--- config.mk ---
export PLATFORM = sky130hd
export DESIGN_NAME = sseg_scan_driver
export DESIGN_NICKNAME = d
export VERILOG_FILES = /design/src/rtl/sseg_pkg.sv /design/src/rtl/bin2bcd_seq.sv /design/src/rtl/sseg_scan_driver.sv
export SDC_FILE = /design/constraint.sdc
export NUM_CORES = 1
export LEC_CHECK = 0
export CAP_MARGIN = 20
export CELL_PAD_IN_SITES_DETAIL_PLACEMENT = 1
export CELL_PAD_IN_SITES_GLOBAL_PLACEMENT = 1
export CORE_MARGIN = 4
export CORE_UTILIZATION = 49
export CTS_BUF_LIST = sky130_fd_sc_hd__clkbuf_8
export CTS_CLUSTER_DIAMETER = 80
export DETAILED_ROUTE_END_ITERATION = 10
export PLACE_DENSITY = 0.85
export SLEW_MARGIN = 15
export SYNTH_ARGS = -nofsm -noshare
export SYNTH_HDL_FRONTEND = slang
export SYNTH_SLANG_ARGS = --single-unit
--- constraint.sdc ---
create_clock -name clk -period 5.1 [get_ports clk]
set_input_delay 1.02 -clock clk [delete_from_list [all_inputs] [get_ports clk]]
set_output_delay 1.02 -clock clk [all_outputs]
set_load 0.005 [all_outputs]
--- src/rtl/sseg_pkg.sv ---
// Shared segment encodings and sizing helpers for the multiplexed 7-segment driver.
// Segment bit order is {g,f,e,d,c,b,a}, active-high before any polarity inversion.
package sseg_pkg;

    localparam logic [6:0] SEG_0     = 7'h3F;
    localparam logic [6:0] SEG_1     = 7'h06;
    localparam logic [6:0] SEG_2     = 7'h5B;
    localparam logic [6:0] SEG_3     = 7'h4F;
    localparam logic [6:0] SEG_4     = 7'h66;
    localparam logic [6:0] SEG_5     = 7'h6D;
    localparam logic [6:0] SEG_6     = 7'h7D;
    localparam logic [6:0] SEG_7     = 7'h07;
    localparam logic [6:0] SEG_8     = 7'h7F;
    localparam logic [6:0] SEG_9     = 7'h6F;
    localparam logic [6:0] SEG_BLANK = 7'h00;
    localparam logic [6:0] SEG_DASH  = 7'h40;

    function automatic int bcd_w(input int n_digits);
        return 4 * n_digits;
    endfunction

    function automatic longint unsigned pow10(input int n);
        longint unsigned r;
        r = 1;
        for (int i = 0; i < n; i++) begin
            r = r * 10;
        end
        return r;
    endfunction

    function automatic logic [6:0] bcd_to_seg(input logic [3:0] d);
        logic [6:0] s;
        case (d)
            4'd0:    s = SEG_0;
            4'd1:    s = SEG_1;
            4'd2:    s = SEG_2;
            4'd3:    s = SEG_3;
            4'd4:    s = SEG_4;
            4'd5:    s = SEG_5;
            4'd6:    s = SEG_6;
            4'd7:    s = SEG_7;
            4'd8:    s = SEG_8;
            4'd9:    s = SEG_9;
            default: s = SEG_BLANK;
        endcase
        return s;
    endfunction

endpackage

--- src/rtl/bin2bcd_seq.sv ---
// Sequential double-dabble: one input bit per clk, then a single commit cycle flagged by o_done.
// The BCD register holds only N_DIGITS digits; out-of-range inputs are caught at latch time.
module bin2bcd_seq
    import sseg_pkg::*;
#(
    parameter int BIN_WIDTH = 16,
    parameter int N_DIGITS  = 4,
    localparam int BCD_W    = bcd_w(N_DIGITS)
) (
    input  logic                 clk,
    input  logic                 rst,
    input  logic                 i_start,
    input  logic [BIN_WIDTH-1:0] i_bin,
    output logic [BCD_W-1:0]     o_bcd,
    output logic                 o_ovf,
    output logic                 o_done,
    output logic                 o_busy
);

    localparam int CNT_W = $clog2(BIN_WIDTH + 1);
    localparam longint unsigned MAX_VAL = pow10(N_DIGITS) - 1;
    localparam logic [CNT_W-1:0] LAST_CNT = CNT_W'(BIN_WIDTH);

    logic [BIN_WIDTH-1:0] bin_reg;
    logic [BCD_W-1:0]     bcd_reg;
    logic [BCD_W-1:0]     bcd_adj;
    logic [BCD_W-1:0]     bcd_next;
    logic [CNT_W-1:0]     cnt_reg;
    logic                 busy_reg;
    logic                 ovf_reg;
    logic                 shifting;

    generate
        for (genvar gi = 0; gi < N_DIGITS; gi++) begin : g_adj
            assign bcd_adj[gi*4 +: 4] = (bcd_reg[gi*4 +: 4] >= 4'd5) ?
                                        bcd_reg[gi*4 +: 4] + 4'd3 : bcd_reg[gi*4 +: 4];
        end
    endgenerate

    // Carries out of the top digit are dropped; lower digits stay exact (value mod 10^N).
    assign bcd_next = (bcd_adj << 1) | BCD_W'(bin_reg[BIN_WIDTH-1]);
    assign shifting = busy_reg && (cnt_reg != LAST_CNT);

    always_ff @(posedge clk) begin
        if (rst) begin
            bin_reg  <= '0;
            bcd_reg  <= '0;
            cnt_reg  <= '0;
            busy_reg <= 1'b0;
            ovf_reg  <= 1'b0;
        end else if (!busy_reg) begin
            if (i_start) begin
                bin_reg  <= i_bin;
                bcd_reg  <= '0;
                cnt_reg  <= '0;
                busy_reg <= 1'b1;
                ovf_reg  <= 64'(i_bin) > MAX_VAL;
            end
        end else if (shifting) begin
            bin_reg <= bin_reg << 1;
            bcd_reg <= bcd_next;
            cnt_reg <= cnt_reg + 1'b1;
        end else begin
            busy_reg <= 1'b0;
        end
    end

    assign o_bcd  = bcd_reg;
    assign o_ovf  = ovf_reg;
    assign o_done = busy_reg && (cnt_reg == LAST_CNT);
    assign o_busy = busy_reg;

endmodule

--- src/rtl/sseg_scan_driver.sv ---
// N-digit multiplexed 7-segment driver: queued BCD conversion, leading-zero blanking,
// decimal point, overflow dashes and 16-level PWM brightness on shared segment lines.
module sseg_scan_driver
    import sseg_pkg::*;
#(
    parameter int N_DIGITS         = 4,
    parameter int BIN_WIDTH        = 16,
    parameter int PWM_STEP         = 3125,
    parameter int ANODE_ACTIVE_LOW = 1,
    parameter int SEG_ACTIVE_LOW   = 1,
    localparam int DP_W            = $clog2(N_DIGITS + 1)
) (
    input  logic                 clk,
    input  logic                 rst,
    input  logic [BIN_WIDTH-1:0] i_num,
    input  logic                 i_load,
    input  logic [DP_W-1:0]      i_dp_pos,
    input  logic                 i_blank_lz,
    input  logic [3:0]           i_bright,
    output logic [6:0]           o_sseg,
    output logic                 o_dp,
    output logic [N_DIGITS-1:0]  o_seg_an,
    output logic                 o_busy
);

    localparam int BCD_W  = bcd_w(N_DIGITS);
    localparam int IDX_W  = (N_DIGITS > 1) ? $clog2(N_DIGITS) : 1;
    localparam int STEP_W = (PWM_STEP > 1) ? $clog2(PWM_STEP) : 1;
    localparam logic AN_INV  = (ANODE_ACTIVE_LOW != 0);
    localparam logic SEG_INV = (SEG_ACTIVE_LOW != 0);

    logic [BCD_W-1:0] conv_bcd;
    logic             conv_ovf;
    logic             conv_done;
    logic             conv_busy;
    logic             conv_start;
    logic             pending_reg;

    logic [BCD_W-1:0] disp_bcd_reg;
    logic             disp_dash_reg;

    // A load arriving while busy (commit cycle included) is remembered and replayed once idle.
    assign conv_start = !conv_busy && (i_load || pending_reg);

    bin2bcd_seq #(
        .BIN_WIDTH (BIN_WIDTH),
        .N_DIGITS  (N_DIGITS)
    ) u_bin2bcd (
        .clk     (clk),
        .rst     (rst),
        .i_start (conv_start),
        .i_bin   (i_num),
        .o_bcd   (conv_bcd),
        .o_ovf   (conv_ovf),
        .o_done  (conv_done),
        .o_busy  (conv_busy)
    );

    always_ff @(posedge clk) begin
        if (rst) begin
            pending_reg <= 1'b0;
        end else if (conv_busy && i_load) begin
            pending_reg <= 1'b1;
        end else if (conv_start) begin
            pending_reg <= 1'b0;
        end
    end

    always_ff @(posedge clk) begin
        if (rst) begin
            disp_bcd_reg  <= '0;
            disp_dash_reg <= 1'b0;
        end else if (conv_done) begin
            disp_bcd_reg  <= conv_bcd;
            disp_dash_reg <= conv_ovf;
        end
    end

    logic [3:0]          disp_digit [N_DIGITS];
    logic [N_DIGITS-1:0] digit_zero;
    logic [N_DIGITS-1:0] zero_above;
    logic [N_DIGITS-1:0] blank;
    logic                dp_none;

    assign dp_none = int'(i_dp_pos) >= N_DIGITS;

    // zero_above[k]: digits k..N-1 are all zero (never true while showing dashes).
    generate
        for (genvar gi = 0; gi < N_DIGITS; gi++) begin : g_digit
            assign disp_digit[gi] = disp_bcd_reg[gi*4 +: 4];
            assign digit_zero[gi] = !disp_dash_reg && (disp_bcd_reg[gi*4 +: 4] == 4'd0);
            if (gi == N_DIGITS - 1) begin : g_top
                assign zero_above[gi] = digit_zero[gi];
            end else begin : g_mid
                assign zero_above[gi] = digit_zero[gi] && zero_above[gi+1];
            end
            if (gi == 0) begin : g_units
                assign blank[gi] = 1'b0;
            end else begin : g_upper
                assign blank[gi] = i_blank_lz && zero_above[gi] &&
                                   (dp_none || (gi > int'(i_dp_pos)));
            end
        end
    endgenerate

    logic [STEP_W-1:0] step_reg;
    logic [3:0]        sub_reg;
    logic [IDX_W-1:0]  idx_reg;
    logic [3:0]        bright_reg;
    logic [3:0]        bright_eff;
    logic              step_last;

    // Brightness is sampled on the first clk of each sub-step and held for the rest of it.
    assign bright_eff = (step_reg == '0) ? i_bright : bright_reg;
    assign step_last  = (step_reg == STEP_W'(PWM_STEP - 1));

    always_ff @(posedge clk) begin
        if (rst) begin
            step_reg   <= '0;
            sub_reg    <= '0;
            idx_reg    <= '0;
            bright_reg <= '0;
        end else begin
            bright_reg <= bright_eff;
            if (step_last) begin
                step_reg <= '0;
                sub_reg  <= sub_reg + 1'b1;
                if (sub_reg == 4'd15) begin
                    idx_reg <= (idx_reg == IDX_W'(N_DIGITS - 1)) ? '0 : idx_reg + 1'b1;
                end
            end else begin
                step_reg <= step_reg + 1'b1;
            end
        end
    end

    logic [6:0]          seg_raw;
    logic                dp_on;
    logic [N_DIGITS-1:0] an_vec;

    always_comb begin
        seg_raw = bcd_to_seg(disp_digit[idx_reg]);
        if (disp_dash_reg) begin
            seg_raw = SEG_DASH;
        end else if (blank[idx_reg]) begin
            seg_raw = SEG_BLANK;
        end
    end

    assign dp_on  = (int'(i_dp_pos) == int'(idx_reg));
    assign an_vec = (sub_reg < bright_eff) ? (N_DIGITS'(1) << idx_reg) : '0;

    always_ff @(posedge clk) begin
        if (rst) begin
            o_seg_an <= {N_DIGITS{AN_INV}};
            o_sseg   <= {7{SEG_INV}};
            o_dp     <= SEG_INV;
        end else begin
            o_seg_an <= an_vec ^ {N_DIGITS{AN_INV}};
            o_sseg   <= seg_raw ^ {7{SEG_INV}};
            o_dp     <= dp_on ^ SEG_INV;
        end
    end

    assign o_busy = conv_busy;

endmodule

Word level (Yosys, flattened, before mapping):

Memories as Yosys holds them, arrays and structs flattened.
Index checks and enable logic that the tools add are counted.

* memories: 1
* memory bits (writable): 0
* latch bits: 0
* input port bits: 27
* bits in read-only memories: 112
* output and inout port bits: 13
* register bits after elaboration: 91

* equal/unequal tests: 7
* shift-type cells: 1
* reduce and logical (&&, ||, !) cells: 31
* order comparisons: 12
* div/mod/pow operators: 0
* add/subtract/negate cells: 8
* bitwise gates (word level): 6
* multipliers: 0
* mux-type cells: 28

Memories
* (name not given): depth 16, bits a word 7, read ports 1, clocked after Yosys merged registers in 0, wr ports 0, line sseg_pkg.sv:33 `case (d)`

Operators with widths (number)
* $mux W16: 6
* $mux W4: 7
* $ge A4 B3 Y1 const B: 4
* $gt A16 B14 Y1 const B: 1
* $or A16 B1 Y16: 1
* $logic_and A1 B1 Y1: 15
* $mux W5: 3
* $mux W7: 2
* $add A12 B1 Y12 const B: 1
* $add A4 B2 Y4 const B: 3
* $eq A12 B12 Y1 const B: 1
* $logic_not A12 Y1: 1
* $logic_not A4 Y1: 3
* $bmux W4 S2: 1
* $not A7 Y7: 1
* $ge A3 B3 Y1 const B: 2
* $gt A2 B3 Y1 const A: 2
* $mux W1: 6
* $reduce_and A2 Y1: 3
* $add A5 B1 Y5 const B: 1
* $eq A5 B5 Y1 const B: 1
* $ne A5 B5 Y1 const B: 1
* $add A4 B1 Y4 const B: 1
* $eq A4 B4 Y1 const B: 1
* 19 further kinds: 25

Depth between registers and ports, before layout:

Gate-level depths: netlist (run 1).

* depth in word-level cells: 11
* gate-level depth with buffers: 11
* depth with buffers taken out: 11

Modules after synthesis:

Synthesis (run 1) repeated with hierarchy kept, for this count alone.

* cells, all modules: 478
* area, all modules: 4424.2 sq um

By module, submodules not included
* sseg_scan_driver: cells each 253, area each 2496.1 sq um, instances 1
* bin2bcd_seq: cells each 225, area each 1928.1 sq um, instances 1

Worst setup path after synthesis (run 1):

No wires, ideal clock.

* path kind: register to register
* from: register step_reg[0]
* to: register o_seg_an[0]
* required time: 4973 ps
* stages on the path, launching flop included: 11
* period minus slack after synthesis: 2218 ps
* setup slack: 2882 ps
* data arrival time: 2091 ps
* cells stage by stage: dfxtp_1 -> inv_1 -> ha_1 -> nor4b_2 -> nand4b_1 -> mux2i_1 -> ha_1 -> a211oi_1 -> nand2_1 -> o21ai_0 -> nand2_1

* word-level cells in the longest chain between the ends: 5

RTL lines
* start: declaration: line sseg_scan_driver.sv:106 `logic [STEP_W-1:0] step_reg;`
* start signal: assignment: line sseg_scan_driver.sv:132 `step_reg <= step_reg + 1'b1;`
* $logic_not A12 Y1: line sseg_scan_driver.sv:114 `assign bright_eff = (step_reg == '0) ? i_bright : bright_reg;`
* $mux W4: line sseg_scan_driver.sv:114
* $lt A4 B4 Y1: line sseg_scan_driver.sv:151 `assign an_vec = (sub_reg < bright_eff) ? (N_DIGITS'(1) << idx_reg) : '0;`
* $mux W4: line sseg_scan_driver.sv:151
* $not A4 Y4 (no line)
* end signal: assignment: line sseg_scan_driver.sv:155 `o_seg_an <= {N_DIGITS{AN_INV}};`
* end signal: assignment: line sseg_scan_driver.sv:159 `o_seg_an <= an_vec ^ {N_DIGITS{AN_INV}};`
* end: declaration: line sseg_scan_driver.sv:22 `output logic [N_DIGITS-1:0] o_seg_an,`

Every way passes these cells.
A chain may end at the register's enable or synchronous reset.

Worst setup path after layout (run 1):

* from: register u_bin2bcd.busy_reg, in the netlist u_bin2bcd.o_busy
* to: output o_busy

RTL lines
* start: declaration: line bin2bcd_seq.sv:29 `logic busy_reg;`
* start signal: assignment: line bin2bcd_seq.sv:49 `busy_reg <= 1'b0;`
* start signal: assignment: line bin2bcd_seq.sv:56 `busy_reg <= 1'b1;`
* start signal: assignment: line bin2bcd_seq.sv:64 `busy_reg <= 1'b0;`
* end: declaration: line sseg_scan_driver.sv:23 `output logic o_busy`

No word-level cell between the ends.

==> impl_metrics.sql, run 1 <==
INSERT INTO impl_metrics (metric_group, metric, value, unit) VALUES
('setup_path', 'timing.critical_path.slowest_stage_cell', 'sky130_fd_sc_hd__dfxtp_1', ''),
('yosys', 'netlist.top_cell.by_area', 'sky130_fd_sc_hd__dfxtp_1', ''),
('clock_tree', 'clock_insertion_delay_worst_skew', '0.37', 'ns'),
('setup_path', 'startpoint_type', 'flip-flop', ''),
('clock_tree', 'postCtsResizedCells', '0', ''),
('cells_and_area', 'area_growth_syn_to_layout', '15.2', '%'),
('power', 'worst_ir_drop_vdd', '156', 'uV'),
('place', 'dp_worst_setup_slack', '1.77', 'ns'),
('floorplan', 'start_util', '49.9', '%'),
('global_routing', 'groute.usage.overall', '21.6', '%'),
('cells_and_area', 'finalNetCount', '569', ''),
('setup_path', 'critical_path_rt', '4.08', 'ns'),
('yosys', 'post_synth.cell_area_avg', '8.86', 'um2'),
('setup_path', 'critical_path.endpoint_type', 'primary output', ''),
('clock_tree', 'setup_fix_buffers_added_after_clock_tree_synthesis', '0', ''),
('clock_tree', 'tritoncts', 'built', ''),
('global_routing', 'grt_most_used_layer', 'met2', ''),
('yosys', 'yosys_warnings', '0', ''),
('yosys', 'synth-async-reset-ratio', '0', '%'),
('power', 'power_density', '293', 'mW/mm2'),
('sta', 'final.setup_skew', '0.0200', 'ns'),
('routing', 'routed-via-count', '3582', ''),
('floorplan', 'core_area', '0.00868', 'mm2'),
('setup_path', 'crit_fanout', '24', ''),
('setup_path', 'number_of_buffers_and_inverters_on_the_critical_path', '1', ''),
('global_routing', 'antenna_found_initial', '0', ''),
('global_routing', 'gr_met3_demand_resource', '3.48', '%'),
('place', 'port-buffer-count', '39', ''),
('global_routing', 'first_global_vias', '3712', ''),
('yosys', 'synthTopCellsByCount', '91 x sky130_fd_sc_hd__dfxtp_1, 64 x sky130_fd_sc_hd__nor2_1, 41 x sky130_fd_sc_hd__nand2_1', ''),
('clock_tree', 'cts_buffer_depth', '2', ''),
('job', 'number_of_maximum_capacitance_violations', '0', ''),
('global_routing', 'grt_remaining_overflow', '0', ''),
('sta', 'final.setup.worst_slack', '2.15', 'ns'),
('status', 'outcome', 'finished clean', ''),
('clock_tree', 'total_clock_buffers_created_by_cts', '9', ''),
('setup_path', 'cp_slowest_stage_delay', '0.91', 'ns'),
('global_routing', 'first_pass_grt_wire_length', '18000', 'um'),
('sta', 'fmax', '339', 'MHz'),
('global_routing', 'grt_max_degree', '44', ''),
('sta', 'setup_viol_count_final', '0', ''),
('global_routing', 'met2_usage', '38.3', '%'),
('yosys', 'number_of_nets_produced_by_synthesis', '541', ''),
('worst_hold_path', 'hold_class', 'reg2reg', ''),
('yosys', 'post-synth-top-count-cell', 'sky130_fd_sc_hd__dfxtp_1', ''),
('setup_path', 'critical_r2r_launch', 'step_reg[0]', ''),
('clock_tree', 'htreeDepth', '3', ''),
('yosys', 'yosys-top-cells-area', 'sky130_fd_sc_hd__dfxtp_1 42%, sky130_fd_sc_hd__ha_1 7.2%, sky130_fd_sc_hd__mux2i_1 5.5%, sky130_fd_sc_hd__nor2_1 5.5%, sky130_fd_sc_hd__a21oi_1 4.3%', ''),
('worst_hold_path', 'worst_min_delay_path_startpoint', 'u_bin2bcd.bin_reg[0]', ''),
('routing', 'remaining_drc_errors', '0', ''),
('yosys', 'total_of_flip_flops_plus_latches_after_synthesis', '91', ''),
('routing', 'ant_nets', '0', ''),
('setup_path', 'setup.worst_path.start', 'u_bin2bcd.o_busy', ''),
('clock_tree', 'worst_setup_hold_path_clk_slew', '0.09', 'ns'),
('sta', 'rsz_0062_raised_after_global_routing', 'no', ''),
('floorplan', 'floorplan.die.height', '102', 'um'),
('clock_tree', 'hold_buffers', '0', ''),
('setup_path', 'critical_path.top_delay_family', 'flip-flops', ''),
('clock_tree', 'clk_root_buffer_cell', 'sky130_fd_sc_hd__clkbuf_8', ''),
('place', 'hpwl', '7390', 'um'),
('yosys', 'syn-instance-count', '489', ''),
('routing', 'detail_route.wl_per_cell', '16.7', 'um'),
('yosys', 'number_of_synthesized_flops_with_an_enable_pin', '0', ''),
('routing', 'avgViaCountPerCell', '5.69', ''),
('sta', 'maxSlewViolCount', '0', ''),
('floorplan', 'floorplan.die.width', '102', 'um'),
('floorplan', 'design.die.area', '0.0104', 'mm2'),
('sta', 'timing.slew.headroom', '36.9', '%'),
('routing', 'wl', '10500', 'um'),
('setup_path', 'data_arrival_time_at_the_worst_slack_endpoint', '1.93', 'ns'),
('floorplan', 'rows', '34', '');
==> per-layer routing <==
metal | routed length (um) | vias up | part of all wire [%]
li1 | - | 1763 | -
met1 | 4590 | 1752 | 44
met2 | 5470 | 51 | 52
met3 | 329 | 16 | 3.1
met4 | 148 | 0 | 1.4
met5 | 0 | - | 0
==> logic make-up after synthesis <==
| group | count (synthesis) | share of synthesized area [%] |
|---|---|---|
| AO/OA/AOI/OAI | 85 | 12.0 |
| XOR/XNOR | 25 | 5.05 |
| adder cells (fa/ha/maj) | 25 | 7.22 |
| buffers and inverters | 45 | 4.24 |
| flip-flops | 91 | 42.0 |
| multiplexers | 35 | 9.44 |
| AND/OR/NAND/NOR | 183 | 20.0 |
==> cell usage in the layout (no fill, tap or decap), types with 6 or more instances in the layout <==
master / count
sky130_fd_sc_hd__inv_1: 19
sky130_fd_sc_hd__clkbuf_8: 9
sky130_fd_sc_hd__and3_1: 6
sky130_fd_sc_hd__clkdlybuf4s50_1: 38
sky130_fd_sc_hd__ha_1: 25
sky130_fd_sc_hd__mux2_2: 7
sky130_fd_sc_hd__nor2_1: 64
sky130_fd_sc_hd__xnor2_1: 8
sky130_fd_sc_hd__a211oi_1: 16
sky130_fd_sc_hd__xor2_1: 17
sky130_fd_sc_hd__dfxtp_1: 91
sky130_fd_sc_hd__nand2_1: 41
sky130_fd_sc_hd__nor4_1: 6
sky130_fd_sc_hd__mux2i_1: 24
sky130_fd_sc_hd__nor3_1: 16
sky130_fd_sc_hd__nand2b_1: 7
sky130_fd_sc_hd__a21oi_1: 37
sky130_fd_sc_hd__o21ai_0: 12
sky130_fd_sc_hd__nand3_1: 27
==> final timing paths <==
path | end | slack, ns | cells after the start
setup / recovery | o_busy | 2.15 | 1
hold / removal | u_bin2bcd.bin_reg[0] | 0.47 | 2
hold reg to reg | u_bin2bcd.bin_reg[0] | 0.47 | 2
setup reg to reg | o_seg_an[0] | 2.37 | 10
==> area by class of cell <==
class	instances	area, um2
repair buffers	43	415
well taps	108	135
flip-flops and latches	91	1820
inverters	19	71.3
clock inverters	7	98.8
multi-input cells	353	2330
clock buffers	9	124
fillers	1027	3680
==> stage by stage <==
stage	cells	util, %	cell area (um2)	total power [uW]	hold WS (ns)
after floorplan	489	-	4330	866	0.433
after global routing	630	57.6	4990	1520	0.495
after detailed placement	614	55.0	4770	928	0.462
after CTS	630	57.6	4990	1470	0.473
final	630	57.6	4990	1460	0.471
after global placement	614	55.0	4770	918	0.456
==> where the power goes <==
group	internal, uW	leakage [uW]	switching (uW)
Clock	280	0.000110	270
Sequential	738	0.000742	19.8
Combinational	69.0	0.00104	85.1
Note: power is estimated with default switching activity, not from simulation.
==> run 2: changes to the inputs <==
--- a/config.mk
+++ b/config.mk
@@ -9,11 +9,11 @@
 export CELL_PAD_IN_SITES_DETAIL_PLACEMENT = 1
 export CELL_PAD_IN_SITES_GLOBAL_PLACEMENT = 1
 export CORE_MARGIN = 4
-export CORE_UTILIZATION = 49
+export CORE_UTILIZATION = 45
 export CTS_BUF_LIST = sky130_fd_sc_hd__clkbuf_8
 export CTS_CLUSTER_DIAMETER = 80
 export DETAILED_ROUTE_END_ITERATION = 10
-export PLACE_DENSITY = 0.85
+export PLACE_DENSITY = 0.78
 export SLEW_MARGIN = 15
 export SYNTH_ARGS = -nofsm -noshare
 export SYNTH_HDL_FRONTEND = slang
==> constraint.sdc (replaced) <==
create_clock -name clk -period 3.1 [get_ports clk]
set_input_delay 0.62 -clock clk [delete_from_list [all_inputs] [get_ports clk]]
set_output_delay 0.62 -clock clk [all_outputs]
set_load 0.005 [all_outputs]
==> run 2 against run 1 <==
Net effect:
- critical path depth is 9 higher
- cell count is 4.0% higher
- clock skew is 0.0079 ns lower
- sequential power is 64% higher
- routed wire length is 4.8% lower
- core utilization is 3.3 points lower
- die area is 8.2% higher
- global-route usage is 2.7 points lower
- first-iteration DRC count is 54% lower
- highest routed layer unchanged
==> impl_metrics.sql, run 2 (synthesis results as in run 1) <==
INSERT INTO impl_metrics (metric_group, metric, value, unit) VALUES
('status', 'outcome', 'finished clean', ''),
('clock_tree', 'total_clock_buffers_created_by_cts', '9', ''),
('sta', 'timing.slew.headroom', '55.3', '%'),
('floorplan', 'core_area', '0.00933', 'mm2'),
('setup_path', 'critical_r2r_launch', 'step_reg[0]', ''),
('setup_path', 'worst_r2r_path_depth', '10', ''),
('power', 'netSwitchingPower', '587', 'uW'),
('clock_tree', 'clk_root_buffer_cell', 'sky130_fd_sc_hd__clkbuf_8', ''),
('power', 'cellInternalPower', '1830', 'uW'),
('sta', 'timing.hold.ws', '0.477', 'ns'),
('sta', 'fin_crit_share', '87.8', '%'),
('power', 'report.power.total', '2420', 'uW'),
('cells_and_area', 'final_cell_area', '0.00506', 'mm2'),
('routing', 'detail_route.wl_per_cell', '15.3', 'um'),
('clock_tree', 'cts_sinks', '91', ''),
('setup_path', 'crit_fanout', '5', ''),
('clock_tree', 'postCtsResizedCells', '0', ''),
('floorplan', 'rows', '35', ''),
('global_routing', 'groute.usage.overall', '18.9', '%'),
('sta', 'finalHoldViolations', '0', ''),
('floorplan', 'floorplan.die.width', '106', 'um'),
('power', 'power_density', '478', 'mW/mm2'),
('clock_tree', 'setup_fix_buffers_added_after_clock_tree_synthesis', '0', ''),
('power', 'power.share.clock', '37.8', '%'),
('power', 'static-leakage-power', '0.00192', 'uW'),
('setup_path', 'startpoint_type', 'flip-flop', ''),
('worst_hold_path', 'hold_class', 'reg2reg', ''),
('sta', 'setup_viol_count_final', '0', ''),
('cells_and_area', 'drive_above_1_share', '7.22', '%'),
('clock_tree', 'hold_buffers', '0', ''),
('routing', 'remaining_drc_errors', '0', ''),
('cells_and_area', 'n_antenna_cell', '0', ''),
('power', 'p_sw_share', '24.3', '%'),
('clock_tree', 'worst_setup_hold_path_clk_slew', '0.09', 'ns'),
('global_routing', 'grt_max_degree', '59', ''),
('setup_path', 'crit_type', 'reg2reg', ''),
('clock_tree', 'clock_insertion_delay_worst_skew', '0.36', 'ns'),
('setup_path', 'critical_path.endpoint_type', 'flip-flop', ''),
('clock_tree', 'tritoncts', 'built', ''),
('routing', 'routed-via-count', '3559', ''),
('sta', 'maxSlewViolCount', '0', ''),
('cells_and_area', 'commonest_non_fill_non_tap_cell_in_the_layout', 'sky130_fd_sc_hd__dfxtp_1', ''),
('sta', 'finalCriticalPeriod', '2.72', 'ns'),
('sta', 'fmax', '367', 'MHz'),
('floorplan', 'io-pin-count', '40', ''),
('setup_path', 'reg2reg_slack', '0.38', 'ns'),
('routing', 'avgViaCountPerCell', '5.43', ''),
('setup_path', 'cp_slowest_stage_delay', '0.39', 'ns'),
('global_routing', 'antenna_found_initial', '0', ''),
('place', 'detailed_place.area', '0.00483', 'mm2'),
('setup_path', 'critical_path.cell_chain', 'inv_1 -> ha_1 -> nor4b_2 -> nand4b_1 -> mux2i_1 -> ha_1 -> a211oi_1 -> nand2_1 -> o21ai_0 -> nand2_1', ''),
('routing', 'drt_pre_antenna_iters', '6', ''),
('setup_path', 'r2r_end', 'o_seg_an[3]', ''),
('setup_path', 'timing.critical_path.slowest_stage_cell', 'sky130_fd_sc_hd__o21ai_0', ''),
('sta', 'worst_pin_slew', '0.665', 'ns'),
('sta', 'tns', '0', 'ns'),
('cells_and_area', 'fillers', '1117', ''),
('cells_and_area', 'most-common-layout-cells', '91 x sky130_fd_sc_hd__dfxtp_1, 64 x sky130_fd_sc_hd__nor2_1, 41 x sky130_fd_sc_hd__nand2_1', ''),
('worst_hold_path', 'min_delay_worst_endpoint', 'disp_bcd_reg[2]', ''),
('power', 'comb_power_share', '10.8', '%'),
('place', 'port-buffer-count', '39', ''),
('job', 'number_of_maximum_capacitance_violations', '0', ''),
('cells_and_area', 'finish.utilization', '54.2', '%'),
('clock_tree', 'htreeDepth', '3', ''),
('setup_path', 'data_arrival_time_at_the_worst_slack_endpoint', '2.95', 'ns'),
('cells_and_area', 'area_growth_syn_to_layout', '16.7', '%'),
('global_routing', 'first_global_vias', '3620', ''),
('sta', 'final.setup_skew', '0.0120', 'ns'),
('routing', 'wl', '10000', 'um'),
('worst_hold_path', 'worst_min_delay_path_startpoint', 'disp_bcd_reg[2]', ''),
('place', 'finalWeightedCongestion', '0.773', ''),
('global_routing', 'first_pass_grt_wire_length', '17500', 'um'),
('clock_tree', 'cts_buffer_depth', '2', ''),
('power', 'seq_power_share', '51.3', '%'),
('floorplan', 'floorplan.die.height', '106', 'um'),
('setup_path', 'critical_path_rt', '3.33', 'ns'),
('global_routing', 'grt_remaining_overflow', '0', ''),
('routing', 'drtIter0Drc', '95', ''),
('sta', 'rsz_0062_raised_after_global_routing', 'no', ''),
('floorplan', 'design.die.area', '0.0113', 'mm2'),
('worst_hold_path', 'holdPathStages', '2', ''),
('floorplan', 'start_util', '46.5', '%'),
('cells_and_area', 'finalNetCount', '573', ''),
('power', 'worst_ir_drop_vdd', '258', 'uV'),
('place', 'hpwl', '6930', 'um'),
('routing', 'ant_nets', '0', '');
-- run 2: changes by cell type in the layout (fill, tap and decap cells not counted), sizes merged --
cell,delta
buf,+4
clkbuf,+2
clkinv,-2
clkinvlp,-1
inv,+1
-- run 2: worst max-delay path, delay by kind of cell (launching register included) --
| kind | cells | cell delay [ns] |
|---|---|---|
| AOI/OAI and AO/OA | 2 | 0.68 |
| adders and majority gates | 2 | 0.44 |
| buffers and inverters | 1 | 0.07 |
| DFF | 1 | 0.35 |
| muxes | 1 | 0.31 |
| and+or+nand+nor | 4 | 0.73 |
-- run 2: worst max-delay path by stage --
stage	start	end	slack (ns)	cells after the start
floorplan	step_reg[0]	o_seg_an[0]	0.88	10
global placement	step_reg[0]	o_seg_an[2]	0.68	10
detailed placement	step_reg[0]	o_seg_an[3]	0.38	10
CTS	step_reg[0]	o_seg_an[3]	0.34	10
global route	step_reg[0]	o_seg_an[1]	0.09	10
finish	step_reg[0]	o_seg_an[3]	0.38	10
-- run 2: metal layers --
metal	wire length, um	global-route usage [%]	vias to the layer above	part of all wire [%]
li1	-	-	1774	-
met1	4740	24.5	1729	47
met2	4860	31.4	41	48
met3	236	2.98	15	2.4
met4	182	7.68	0	1.8
met5	0	0	-	0
-- run 2: cell type report --
class | count | area [um2] | share of cell area [%]
Sequential cell | 91 | 1820 | 36.0
Inverter | 19 | 71.3 | 1.41
Tap cell | 129 | 161 | 3.19
Clock inverter | 5 | 76.3 | 1.51
Timing Repair Buffer | 47 | 445 | 8.81
Clock buffer | 11 | 151 | 2.99
Multi-Input combinational cell | 353 | 2330 | 46.1
-- run 2: through the flow --
| stage | cells | setup WS, ns |
|---|---|---|
| 2_1_floorplan | 489 | 0.882 |
| 3_3_place_gp | 639 | 0.678 |
| 3_5_place_dp | 639 | 0.379 |
| 4_1_cts | 655 | 0.341 |
| 5_1_grt | 655 | 0.0947 |
| 6_report | 655 | 0.378 |
-- run 2: power by group through the flow --
stage / clock, uW / combinational [uW] / sequential, uW
4_1_cts: 934 / 266 / 1240
6_report: 913 / 262 / 1240
2_1_floorplan: 0 / 165 / 1260
5_1_grt: 991 / 295 / 1250
3_5_place_dp: 0 / 263 / 1270
3_3_place_gp: 0 / 253 / 1270
==> run 3: changes to the inputs <==
--- a/config.mk
+++ b/config.mk
@@ -14,6 +14,7 @@
 export CTS_CLUSTER_DIAMETER = 80
 export DETAILED_ROUTE_END_ITERATION = 10
 export PLACE_DENSITY = 0.78
+export SKIP_LAST_GASP = 1
 export SLEW_MARGIN = 15
 export SYNTH_ARGS = -nofsm -noshare
 export SYNTH_HDL_FRONTEND = slang
==> constraint.sdc (replaced) <==
create_clock -name clk -period 3.1 [get_ports clk]
set_input_delay 0.62 -clock clk [delete_from_list [all_inputs] [get_ports clk]]
set_output_delay 0.62 -clock clk [all_outputs]
set_load 0.01 [all_outputs]
==> results of run 3 <==
Same layout as run 2 (identical final DEF). Status: finished clean.
